## config.mk

```make
export PLATFORM = sky130hd
export DESIGN_NAME = alu_mul_result_sequencer
export DESIGN_NICKNAME = d
export VERILOG_FILES = /design/src/rtl/alu_mul_result_sequencer.sv
export SDC_FILE = /design/constraint.sdc
export NUM_CORES = 1
export LEC_CHECK = 0
export ABC_CLOCK_PERIOD_IN_PS = 1470
export CELL_PAD_IN_SITES_DETAIL_PLACEMENT = 1
export CELL_PAD_IN_SITES_GLOBAL_PLACEMENT = 2
export CORE_ASPECT_RATIO = 0.8
export CORE_MARGIN = 4
export CORE_UTILIZATION = 27
export CTS_BUF_LIST = sky130_fd_sc_hd__clkbuf_4
export CTS_CLUSTER_DIAMETER = 40
export DETAILED_ROUTE_END_ITERATION = 10
export GPL_TIMING_DRIVEN = 0
export PLACE_DENSITY_LB_ADDON = 0.1
export SKIP_CTS_REPAIR_TIMING = 1
export SLEW_MARGIN = 25
export SYNTH_ARGS = -nofsm -noshare
export SYNTH_HDL_FRONTEND = slang
export SYNTH_SLANG_ARGS = --single-unit
```

## constraint.sdc

```tcl
create_clock -name clk -period 1.47 [get_ports clk]
set_input_delay 0.3675 -clock clk [delete_from_list [all_inputs] [get_ports clk]]
set_output_delay 0.3675 -clock clk [all_outputs]
set_load 0.1 [all_outputs]
```

## src/rtl/alu_mul_result_sequencer.sv

```systemverilog
// Registers operand pairs onto an external signed WIDTHxWIDTH multiplier, captures the
// 2*WIDTH product and returns it as low word, high word, or both, with a signed-overflow flag.
module alu_mul_result_sequencer #(
    parameter int WIDTH = 32
) (
    input  logic               clk,
    input  logic               rst_n,
    input  logic               in_valid,
    output logic               in_ready,
    input  logic [WIDTH-1:0]   in_a,
    input  logic [WIDTH-1:0]   in_b,
    input  logic [1:0]         in_mode,
    output logic [WIDTH-1:0]   mul_a,
    output logic [WIDTH-1:0]   mul_b,
    input  logic [2*WIDTH-1:0] mul_product,
    output logic               out_valid,
    input  logic               out_ready,
    output logic [WIDTH-1:0]   out_data,
    output logic               out_last,
    output logic               out_ovf,
    output logic               busy
);

    typedef enum logic [1:0] {
        ST_IDLE    = 2'b00,
        ST_CALC    = 2'b01,
        ST_SEND_LO = 2'b10,
        ST_SEND_HI = 2'b11
    } state_t;

    typedef enum logic [1:0] {
        MODE_MUL  = 2'b00,
        MODE_MULH = 2'b01,
        MODE_MULW = 2'b10
    } mode_t;

    state_t               state_q;
    mode_t                mode_q;
    logic [WIDTH-1:0]     mul_a_q;
    logic [WIDTH-1:0]     mul_b_q;
    logic [2*WIDTH-1:0]   prod_q;
    logic                 ovf_q;
    logic                 hi_sel_q;
    logic                 in_ready_q;
    logic                 out_valid_q;
    logic                 out_last_q;
    logic                 busy_q;

    // The product fits in WIDTH signed bits only if its top WIDTH+1 bits are all equal.
    logic [WIDTH:0]       prod_top;
    logic                 prod_ovf;

    assign prod_top = mul_product[2*WIDTH-1:WIDTH-1];
    assign prod_ovf = !((&prod_top) || (~|prod_top));

    // NOTE: all state below uses non-blocking assignments so every register samples
    // pre-edge values; blocking here would make ordering inside the block matter.
    always_ff @(posedge clk or negedge rst_n) begin
        if (!rst_n) begin
            // NOTE: the datapath registers are reset too, so out_data reads zero and the
            // multiplier sees zero operands straight out of reset.
            state_q     <= ST_IDLE;
            mode_q      <= MODE_MUL;
            mul_a_q     <= '0;
            mul_b_q     <= '0;
            prod_q      <= '0;
            ovf_q       <= 1'b0;
            hi_sel_q    <= 1'b0;
            in_ready_q  <= 1'b1;
            out_valid_q <= 1'b0;
            out_last_q  <= 1'b0;
            busy_q      <= 1'b0;
        end else begin
            case (state_q)
                ST_IDLE: begin
                    if (in_valid) begin
                        mul_a_q    <= in_a;
                        mul_b_q    <= in_b;
                        mode_q     <= (in_mode == 2'b11) ? MODE_MUL : mode_t'(in_mode);
                        state_q    <= ST_CALC;
                        in_ready_q <= 1'b0;
                        busy_q     <= 1'b1;
                    end
                end

                ST_CALC: begin
                    prod_q      <= mul_product;
                    ovf_q       <= prod_ovf;
                    out_valid_q <= 1'b1;
                    if (mode_q == MODE_MULH) begin
                        state_q    <= ST_SEND_HI;
                        hi_sel_q   <= 1'b1;
                        out_last_q <= 1'b1;
                    end else begin
                        state_q    <= ST_SEND_LO;
                        hi_sel_q   <= 1'b0;
                        out_last_q <= (mode_q != MODE_MULW);
                    end
                end

                ST_SEND_LO: begin
                    if (out_ready) begin
                        if (mode_q == MODE_MULW) begin
                            state_q    <= ST_SEND_HI;
                            hi_sel_q   <= 1'b1;
                            out_last_q <= 1'b1;
                        end else begin
                            state_q     <= ST_IDLE;
                            hi_sel_q    <= 1'b0;
                            out_valid_q <= 1'b0;
                            out_last_q  <= 1'b0;
                            in_ready_q  <= 1'b1;
                            busy_q      <= 1'b0;
                        end
                    end
                end

                ST_SEND_HI: begin
                    if (out_ready) begin
                        state_q     <= ST_IDLE;
                        hi_sel_q    <= 1'b0;
                        out_valid_q <= 1'b0;
                        out_last_q  <= 1'b0;
                        in_ready_q  <= 1'b1;
                        busy_q      <= 1'b0;
                    end
                end

                default: begin
                    state_q <= ST_IDLE;
                end
            endcase
        end
    end

    // Word selection is a mux over registers only; nothing from mul_product or in_* reaches out_*.
    assign out_data  = out_valid_q ? (hi_sel_q ? prod_q[2*WIDTH-1:WIDTH] : prod_q[WIDTH-1:0])
                                   : '0;
    assign out_ovf   = out_valid_q & ovf_q;
    assign out_valid = out_valid_q;
    assign out_last  = out_last_q;
    assign in_ready  = in_ready_q;
    assign busy      = busy_q;
    assign mul_a     = mul_a_q;
    assign mul_b     = mul_b_q;

endmodule

```

==> summary.txt, run 1 <==
Status
  • Status: complete, but fails checks
  • Violated checks: setup timing

Worst setup path
  • Crit path arrival time: around 1.8 ns
  • Startpoint Class: flop
  • Crit Reg-Reg Startpoint: state_q[0]
  • Critical Path Max Stage Delay: approximately 0.36 ns
  • Reg2reg end: ovf_q
  • Slowest CP cell: dfrtp_1
  • Critical Path Sink Type: output pin
  • Critical path cell sequence: buf_6 -> buf_12 -> mux2i_2 -> nor2b_4 -> buf_4
  • WP data required: between 1 and 1.5 ns
  • R2R depth: 7
  • Critical path's top delay family: buffers and inverters
  • R2r setup slk: approximately 0.010 ns
  • Crit path buf inv count: 3
  • Worst-path maximum fanout: 10
  • Setup CP Type: reg2out

Yosys
  • Cell area after synthesis: 6010 um2
  • Yosys warns: 0
  • Net Count, Synth: about 690
  • Synth area leaders: dfrtp_1 (57%), nand2_1 (12%), mux2_2 (12%)
  • Netlist cell types: 34
  • Syn Inst Count: between 500 and 600
  • Mean area per synthesized cell: roughly 11 um2
  • #FFs+latches synth: 138
  • Top-area cell type share of the netlist area: 0.570
  • Seq/Total Area, Yosys: 0.575
  • Top cell type by total area after synthesis: dfrtp_1

Detailed routing
  • Final wirelength: just over 20000 um
  • Routed vias: 4984
  • Pre-antenna DRT Iters: 4
  • # DRC: 0
  • Number of routed nets with antenna violations: 0
  • Initial detailed-routing violation count: approximately 160
  • Drt wl/cell: about 18 um
  • Avg Vias per Cell: between 4 and 5

Hold path
  • Min-Delay Path Class: in2reg
  • Worst Hold Path EP: mul_b[7]
  • Worst Hold Launch: in_b[7]
  • WHS Path Cells: 3

Floorplanning
  • Die Area: about 25000 um2
  • Die X: 175 um
  • Cell Rows: 48
  • Chip Height: 141 um
  • Initial Util: 0.276
  • Core Region: between 20000 and 25000 um2
  • I/O pin cnt: roughly 240

Layout
  • Most common cell after layout, fill and taps aside: nand2_1
  • Layout cells sized above 1: 0.381
  • Final Util: 0.500
  • Most frequent cells in the layout: nand2_1 (197), dfrtp_1 (136), clkdlybuf4s50_1 (132)
  • # fillers: 2265
  • Synth-to-layout area growth: 80.9%
  • Final net count: 955

Timing
  • Worst slew pin tran: between 0.5 and 0.6 ns
  • Fin worst setup slack: -0.697 ns
  • Min Tclk post-route: between 2 and 2.5 ns
  • Fmax: 462 MHz
  • Slew margin rel.: 0.626
  • Fin. max-slew vios: 0
  • Finish-stage setup viols: approximately 100
  • Setup tns final: -26.10 ns
  • Final worst path period share: 1.47
  • Clk_skew: 0.0277 ns
  • RSZ-0062 raised after global routing: yes
  • Fin. Hold Viols: 0
  • Final hold slack: 0.320 ns

Placement
  • Post-DP HPWL: roughly 15000 um
  • Port bufs: approximately 230
  • RD Place Congestion: around 0.76

Clock network
  • H-tree levels: 4
  • Worst-Skew Late Latency: 0.56 ns
  • Max Buffers Root-to-Sink: 2
  • Clock-pin transition on the worst setup and hold timing paths: 0.14 ns
  • Clock tree sinks: roughly 140
  • Num CTS Buffers: 17
  • Clock root buffer: clkbuf_4
  • CTS tree: done

Global routing
  • Number of global-route vias before repair: 5487
  • Largest net degree at the start of global routing: a little over 70
  • Global-route wire length before repair: 30600 um
  • Grt ovf: 0
  • Grt peak-use layer: met2
  • Met3 Use GR: 0.0765
  • Initial antenna violation count: 1
  • GR Util All Layers: 0.158
  • Met1 Use GR: 0.191
  • Grt met2 use: 0.260

Flow run
  • Max Cap Viol: 0
## metal layers
layer	wire, um	vias to the layer above
met5	0	-
li1	-	2364
met4	223	0
met3	1880	18
met2	9670	159
met1	8350	2443
## worst min-delay path: cells and delay by family
| family | cells | cell delay (ns) |
|---|---|---|
| AND/OR/NAND/NOR | 2 | 0.09 |
| buffers and inverters | 1 | 0.40 |
## registers in the layout, indices dropped and copies added (netlist names), 2 cells and up
signal and cells:
mul_b 32, prod_q 64, mul_a 32, state_q 2, mode_q 2
## synth_stat cells
master / n
a21oi_1: 5
dfrtp_1: 137
nor2_2: 1
o21a_1: 1
or4_1: 1
a22oi_1: 1
mux2_2: 63
nor2b_4: 1
nand3_1: 1
nor4_1: 7
nor2_1: 2
a211oi_2: 1
a211oi_1: 1
nand2b_1: 1
dfstp_2: 1
nand3b_1: 2
buf_4: 9
nor3_1: 5
nor2b_1: 34
buf_2: 8
nand2_2: 1
and2_1: 1
nand2_1: 198
nand3_2: 1
a21o_1: 1
o32ai_1: 1
mux2i_1: 34
clkbuf_1: 7
o21ai_0: 5
buf_6: 6
inv_1: 4
buf_8: 1
and2_2: 1
nand4_1: 9
## layout make-up
class / instances / area, um2 / area share
multi-input combinational: 379 / 2900 / 0.266
clock buffer: 18 / 135 / 0.0124
inverter: 4 / 15.0 / 0.00138
buffer: 31 / 399 / 0.0367
clock inverter: 14 / 195 / 0.0180
antenna: 2 / 5.00 / 0.000460
tap: 300 / 375 / 0.0345
timing repair buffer: 250 / 3390 / 0.312
sequential: 138 / 3460 / 0.318
## worst max path at each step
| stage | end | startpoint | cells after the start |
|---|---|---|---|
| final | out_data[30] | hi_sel_q | 5 |
| after global routing | out_data[11] | hi_sel_q | 5 |
| after CTS | out_data[15] | hi_sel_q | 5 |
| after detailed placement | out_data[15] | hi_sel_q | 5 |
| after global placement | out_valid | rst_n | 1 |
| after floorplan | out_data[0] | out_valid | 2 |
## cells by family (layout without fill, tap and decap cells)
family,Yosys count,in the layout,share of synthesized area
buf+inv,35,317,0.0385
other cells,0,2,0
flops,138,138,0.575
simple gates,266,266,0.195
mux,97,97,0.175
compound gates,16,16,0.0169
## through the flow
stage	instance area, um2	worst slack [ns]	instances
6_report	10900	-0.697	1136
5_1_grt	10900	-0.822	1136
4_1_cts	9390	-1.86	1119
3_5_place_dp	9060	-1.22	1087
3_3_place_gp	9020	-6.91	1086
2_1_floorplan	6310	-0.295	552
Power of run 1 is left out: the tool's default activity adds up to more than one toggle a clock period on the data nets, which glitch-free logic cannot reach.
==> run 2, diff against run 1 <==
==> constraint.sdc (replaced) <==
create_clock -name clk -period 1.47 [get_ports clk]
set_input_delay 0.441 -clock clk [delete_from_list [all_inputs] [get_ports clk]]
set_output_delay 0.441 -clock clk [all_outputs]
set_load 0.1 [all_outputs]
==> run 2 against run 1 <==
The flow still finishes with violations (setup timing). Count of clock-buffer cells in the layout did not move. Wire length stayed put. Global-route usage unchanged. Setup slack got worse by 0.074 ns. Die area unchanged. Critical path type unchanged. Critical endpoint is now out_data[11].
==> summary.txt, run 2 (same netlist as run 1, synthesis figures left out) <==
Placement
  • Placed Cells: about 1100
  • Post-DP HPWL: around 15000 um
  • Port bufs: about 230
  • RD Place Congestion: 0.763

Detailed routing
  • Metal2 WL: between 9000 and 10000 um
  • # DRC: 0
  • Initial detailed-routing violation count: 168
  • Top layer in use: met4
  • Routed vias: ~5000
  • Drt wl/cell: ~18 um
  • Met3 wire length: 1850 um
  • Avg Vias per Cell: between 4 and 5
  • Number of routed nets with antenna violations: 0
  • Metal-1 WL: roughly 8400 um
  • Pre-antenna DRT Iters: 4
  • Final wirelength: 20100 um

Timing
  • Min Tclk post-route: around 2.2 ns
  • Fmax: about 450 MHz
  • Fin. max-slew vios: 0
  • Clk_skew: 0.0279 ns
  • Slew margin rel.: 0.626
  • Final worst path period share: 1.52
  • Fin worst setup slack: -0.770 ns
  • Finish-stage setup viols: between 100 and 150
  • Fin. Hold Viols: 0
  • Worst slew pin tran: 0.560 ns
  • RSZ-0062 raised after global routing: yes

Hold path
  • Min-Delay Path Class: in2reg
  • Worst Hold Launch: mul_product[59]
  • WHS Path Cells: 2
  • Worst Hold Path EP: prod_q[59]

Floorplanning
  • Initial Util: 0.276
  • Die X: about 170 um
  • Core Region: between 20000 and 25000 um2
  • Chip Height: roughly 140 um
  • Die Area: between 20000 and 25000 um2
  • I/O pin cnt: 235
  • Cell Rows: between 40 and 50

Clock network
  • Clock root buffer: clkbuf_4
  • Clock-pin transition on the worst setup and hold timing paths: 0.15 ns
  • CTS tree: done
  • Max Buffers Root-to-Sink: 2
  • Clock tree sinks: between 100 and 150
  • Num CTS Buffers: 17
  • H-tree levels: 4
  • Worst-Skew Late Latency: 0.56 ns

Worst setup path
  • Slowest CP cell: dfrtp_1
  • Critical Path Max Stage Delay: roughly 0.4 ns
  • Worst-path maximum fanout: 10
  • Startpoint Class: flop
  • Setup CP Type: reg2out
  • Crit Reg-Reg Startpoint: state_q[0]
  • Crit path arrival time: approximately 1.8 ns
  • Critical Path Sink Type: output pin
  • R2R depth: 7
  • WP data required: just over 1 ns
  • Critical path cell sequence: buf_6 -> buf_12 -> mux2i_2 -> nor2b_4 -> buf_4
  • Reg2reg end: ovf_q
  • R2r setup slk: 0.01 ns

Status
  • Violated checks: setup timing
  • Status: complete, but fails checks

Layout
  • Final net count: ~960
  • Max reg flops: between 60 and 70
  • Layout cells sized above 1: 0.382
  • Synth-to-layout area growth: 81.1%
  • Top reg by flops: prod_q
  • Most common cell after layout, fill and taps aside: nand2_1
  • Non-Filler Instances: roughly 1100
  • Most frequent cells in the layout: nand2_1 (197), dfrtp_1 (136), clkdlybuf4s50_1 (128)

Global routing
  • Initial antenna violation count: 1
  • Largest net degree at the start of global routing: 72
  • Grt ovf: 0
  • Global-route wire length before repair: just over 30000 um
  • Number of global-route vias before repair: approximately 5500
  • GR Util All Layers: 0.158

Flow run
  • Max Cap Viol: 0
## run 2: through the flow
| stage | hold WS, ns | cell area [um2] | util | worst slack [ns] | TNS [ns] |
|---|---|---|---|---|---|
| global route | 0.183 | 10900 | 0.501 | -0.896 | -44.48 |
| global placement | 0.458 | 9020 | 0.415 | -6.99 | -906.08 |
| floorplan | 0.145 | 6310 | - | -0.368 | -11.36 |
| finish | 0.242 | 10900 | 0.501 | -0.770 | -33.54 |
| CTS | -0.226 | 9390 | 0.432 | -1.93 | -136.60 |
| detailed placement | 0.437 | 9060 | 0.417 | -1.30 | -88.31 |
## run 2: final cells by class
type | count | area, um2
Clock buffer | 18 | 135
Clock inverter | 14 | 195
Sequential cell | 138 | 3460
Inverter | 4 | 15.0
Multi-Input combinational cell | 379 | 2900
Buffer | 31 | 399
Antenna cell | 2 | 5.00
Timing Repair Buffer | 250 | 3400
Fill cell | 2263 | 10900
Tap cell | 300 | 375
## run 2: how the worst max path moves through the flow
stage	from	end	slack (ns)	depth (start not counted)
5_1_grt	hi_sel_q	out_data[11]	-0.90	5
4_1_cts	hi_sel_q	out_data[15]	-1.93	5
3_3_place_gp	rst_n	out_valid	-6.99	1
3_5_place_dp	hi_sel_q	out_data[15]	-1.30	5
2_1_floorplan	out_valid	out_data[0]	-0.37	2
6_report	hi_sel_q	out_data[11]	-0.77	5
## run 2: critical path, delay by kind of cell (launching register included)
family	cells	cell delay (ns)
buffers and inverters	3	0.59
DFF	1	0.39
muxes	1	0.17
and+or+nand+nor	1	0.10
## run 2: layer usage
layer  global-route usage  up-vias
li1                     -     2367
met2                0.260      162
met1                0.191     2444
met4               0.0310        0
met3               0.0765       18
met5                    0        -
Power of run 2 is left out for the same reason.
==> run 3, diff against run 2 <==
--- a/config.mk
+++ b/config.mk
@@ -11,7 +11,7 @@
 export CORE_ASPECT_RATIO = 0.8
 export CORE_MARGIN = 4
 export CORE_UTILIZATION = 27
-export CTS_BUF_LIST = sky130_fd_sc_hd__clkbuf_4
+export CTS_BUF_LIST = sky130_fd_sc_hd__clkbuf_4 sky130_fd_sc_hd__clkbuf_8
 export CTS_CLUSTER_DIAMETER = 40
 export DETAILED_ROUTE_END_ITERATION = 10
 export GPL_TIMING_DRIVEN = 0
==> run 3 against run 2 <==
The flow still finishes with violations (setup timing). Worst hold slack better by 0.079 ns. First-iteration DRC count is 19% lower. Clock skew decreased by 0.014 ns. Setup slack improved by 0.096 ns. Critical path depth did not move. Count of clock-buffer cells in the layout grew 1. Sequential share of layout area is 0.91 points lower. Via count shrank 0.40%. Non-clock buffer count decreased by 1. Die area unchanged. Design area rose by 2.9%. Flip-flop and latch count is the same. Largest cell class unchanged. Highest routed layer unchanged.
==> summary.txt, run 3 (same netlist as run 1, synthesis figures left out) <==
Worst setup path
  • WP data required: roughly 1 ns
  • Critical path's top delay family: buffers and inverters
  • Critical Path Sink Type: output pin
  • Crit Reg-Reg Startpoint: state_q[0]
  • Critical path cell sequence: buf_12 -> clkbuf_16 -> mux2i_4 -> nor2b_4 -> buf_12
  • Most frequent CP cell: buf_12
  • Crit path buf inv count: 3
  • Slowest CP cell: dfrtp_1
  • Critical Path Max Stage Delay: roughly 0.40 ns
  • Startpoint Class: flop
  • Crit path arrival time: 1.70 ns
  • Setup CP Type: reg2out
  • Worst-path maximum fanout: 9
  • Critical path startpoint: hi_sel_q

Hold path
  • Worst Hold Launch: mul_product[57]
  • Min-Delay Path Class: in2reg

Timing
  • Fin. max-slew vios: 0
  • Min Tclk post-route: 2.14 ns
  • RSZ-0062 raised after global routing: yes
  • Fin worst setup slack: -0.675 ns
  • Worst slew pin tran: between 0.5 and 0.6 ns
  • Slew margin rel.: 0.622
  • Fin. Hold Viols: 0
  • Final worst path period share: 1.46
  • Finish-stage setup viols: 94
  • Clk_skew: approximately 0.014 ns
  • Fmax: 466 MHz

Global routing
  • GR Util All Layers: 0.159
  • Number of global-route vias before repair: 5525
  • Initial antenna violation count: 0
  • Largest net degree at the start of global routing: slightly above 70
  • Global-route wire length before repair: 30800 um
  • Grt ovf: 0

Clock network
  • Clock root buffer: clkbuf_8
  • Max Buffers Root-to-Sink: 2
  • Num CTS Buffers: 17
  • H-tree levels: 4
  • CTS tree: done
  • Clock tree sinks: ~140
  • Worst-Skew Late Latency: around 0.45 ns
  • Clock-pin transition on the worst setup and hold timing paths: around 0.09 ns

Placement
  • RD Place Congestion: 0.763
  • Dpl cell area: 9060 um2
  • Post-DP HPWL: roughly 15000 um
  • Port bufs: approximately 230
  • Pre-CTS setup slack: -1.30 ns

Floorplanning
  • Core Region: ~22000 um2
  • Die Area: around 25000 um2
  • Chip Height: around 140 um
  • Cell Rows: 48
  • Initial Util: 0.276
  • Die X: ~170 um
  • I/O pin cnt: about 240

Layout
  • Top reg by flops: prod_q
  • Synth-to-layout area growth: 86.5%
  • Most frequent cells in the layout: nand2_1 (198), dfrtp_1 (136), clkdlybuf4s50_1 (120)
  • Max reg flops: between 60 and 70
  • Most common cell after layout, fill and taps aside: nand2_1
  • Final instance area: approximately 11000 um2
  • Final net count: 954
  • Layout cells sized above 1: 0.387
  • ANT cells: 0

Detailed routing
  • Initial detailed-routing violation count: 136
  • Final wirelength: slightly above 20000 um
  • # DRC: 0
  • Avg Vias per Cell: roughly 4.4
  • Number of routed nets with antenna violations: 0
  • Drt wl/cell: 17.9 um
  • Routed vias: about 5000
  • Pre-antenna DRT Iters: 4

Status
  • Status: complete, but fails checks
  • Violated checks: setup timing

Flow run
  • Max Cap Viol: 0
==> run 3: worst reg2reg max path, stage by stage, from the launching register on <==
cell and delay (ns):
dfrtp_1 0.35, buf_6 0.13, nor2b_4 0.14, buf_6 0.15
buf_6 0.17, mux2_2 0.36
==> run 3: cell type report <==
class | count | area [um2]
fill | 2235 | 10500
inverter | 4 | 15.0
multi-input combinational | 379 | 2970
buffer | 31 | 369
timing repair buffer | 249 | 3570
clock buffer | 19 | 255
sequential | 138 | 3460
clock inverter | 13 | 191
tap | 300 | 375
==> run 3: through the flow <==
| step | utilization | hold slack [ns] | setup TNS, ns | cells |
|---|---|---|---|---|
| floorplan | - | 0.145 | -11.36 | 552 |
| global route | 0.515 | 0.273 | -30.18 | 1133 |
| CTS | 0.437 | -0.0817 | -122.73 | 1119 |
| global placement | 0.415 | 0.458 | -906.08 | 1086 |
| detailed placement | 0.417 | 0.437 | -88.31 | 1087 |
| finish | 0.515 | 0.321 | -21.70 | 1133 |
==> run 3: final timing paths <==
kind	slack, ns	cells past startpoint	to
max in group asynchronous	0.15	3	mul_a[18]
min reg2reg	0.49	2	mode_q[0]
max	-0.67	5	out_data[10]
min	0.32	2	prod_q[57]
min in group asynchronous	0.52	2	prod_q[27]
max reg2reg	0.06	5	prod_q[52]
==> run 3: layer usage <==
metal / part of all wire / vias to the layer above / wire [um] / global-route usage
li1: - / 2359 / - / -
met1: 0.41 / 2455 / 8330 / 0.192
met2: 0.49 / 149 / 10000 / 0.261
met3: 0.090 / 8 / 1820 / 0.0788
met4: 0.0042 / 0 / 85 / 0.0298
met5: 0 / - / 0 / 0
Power of run 3 is left out for the same reason.
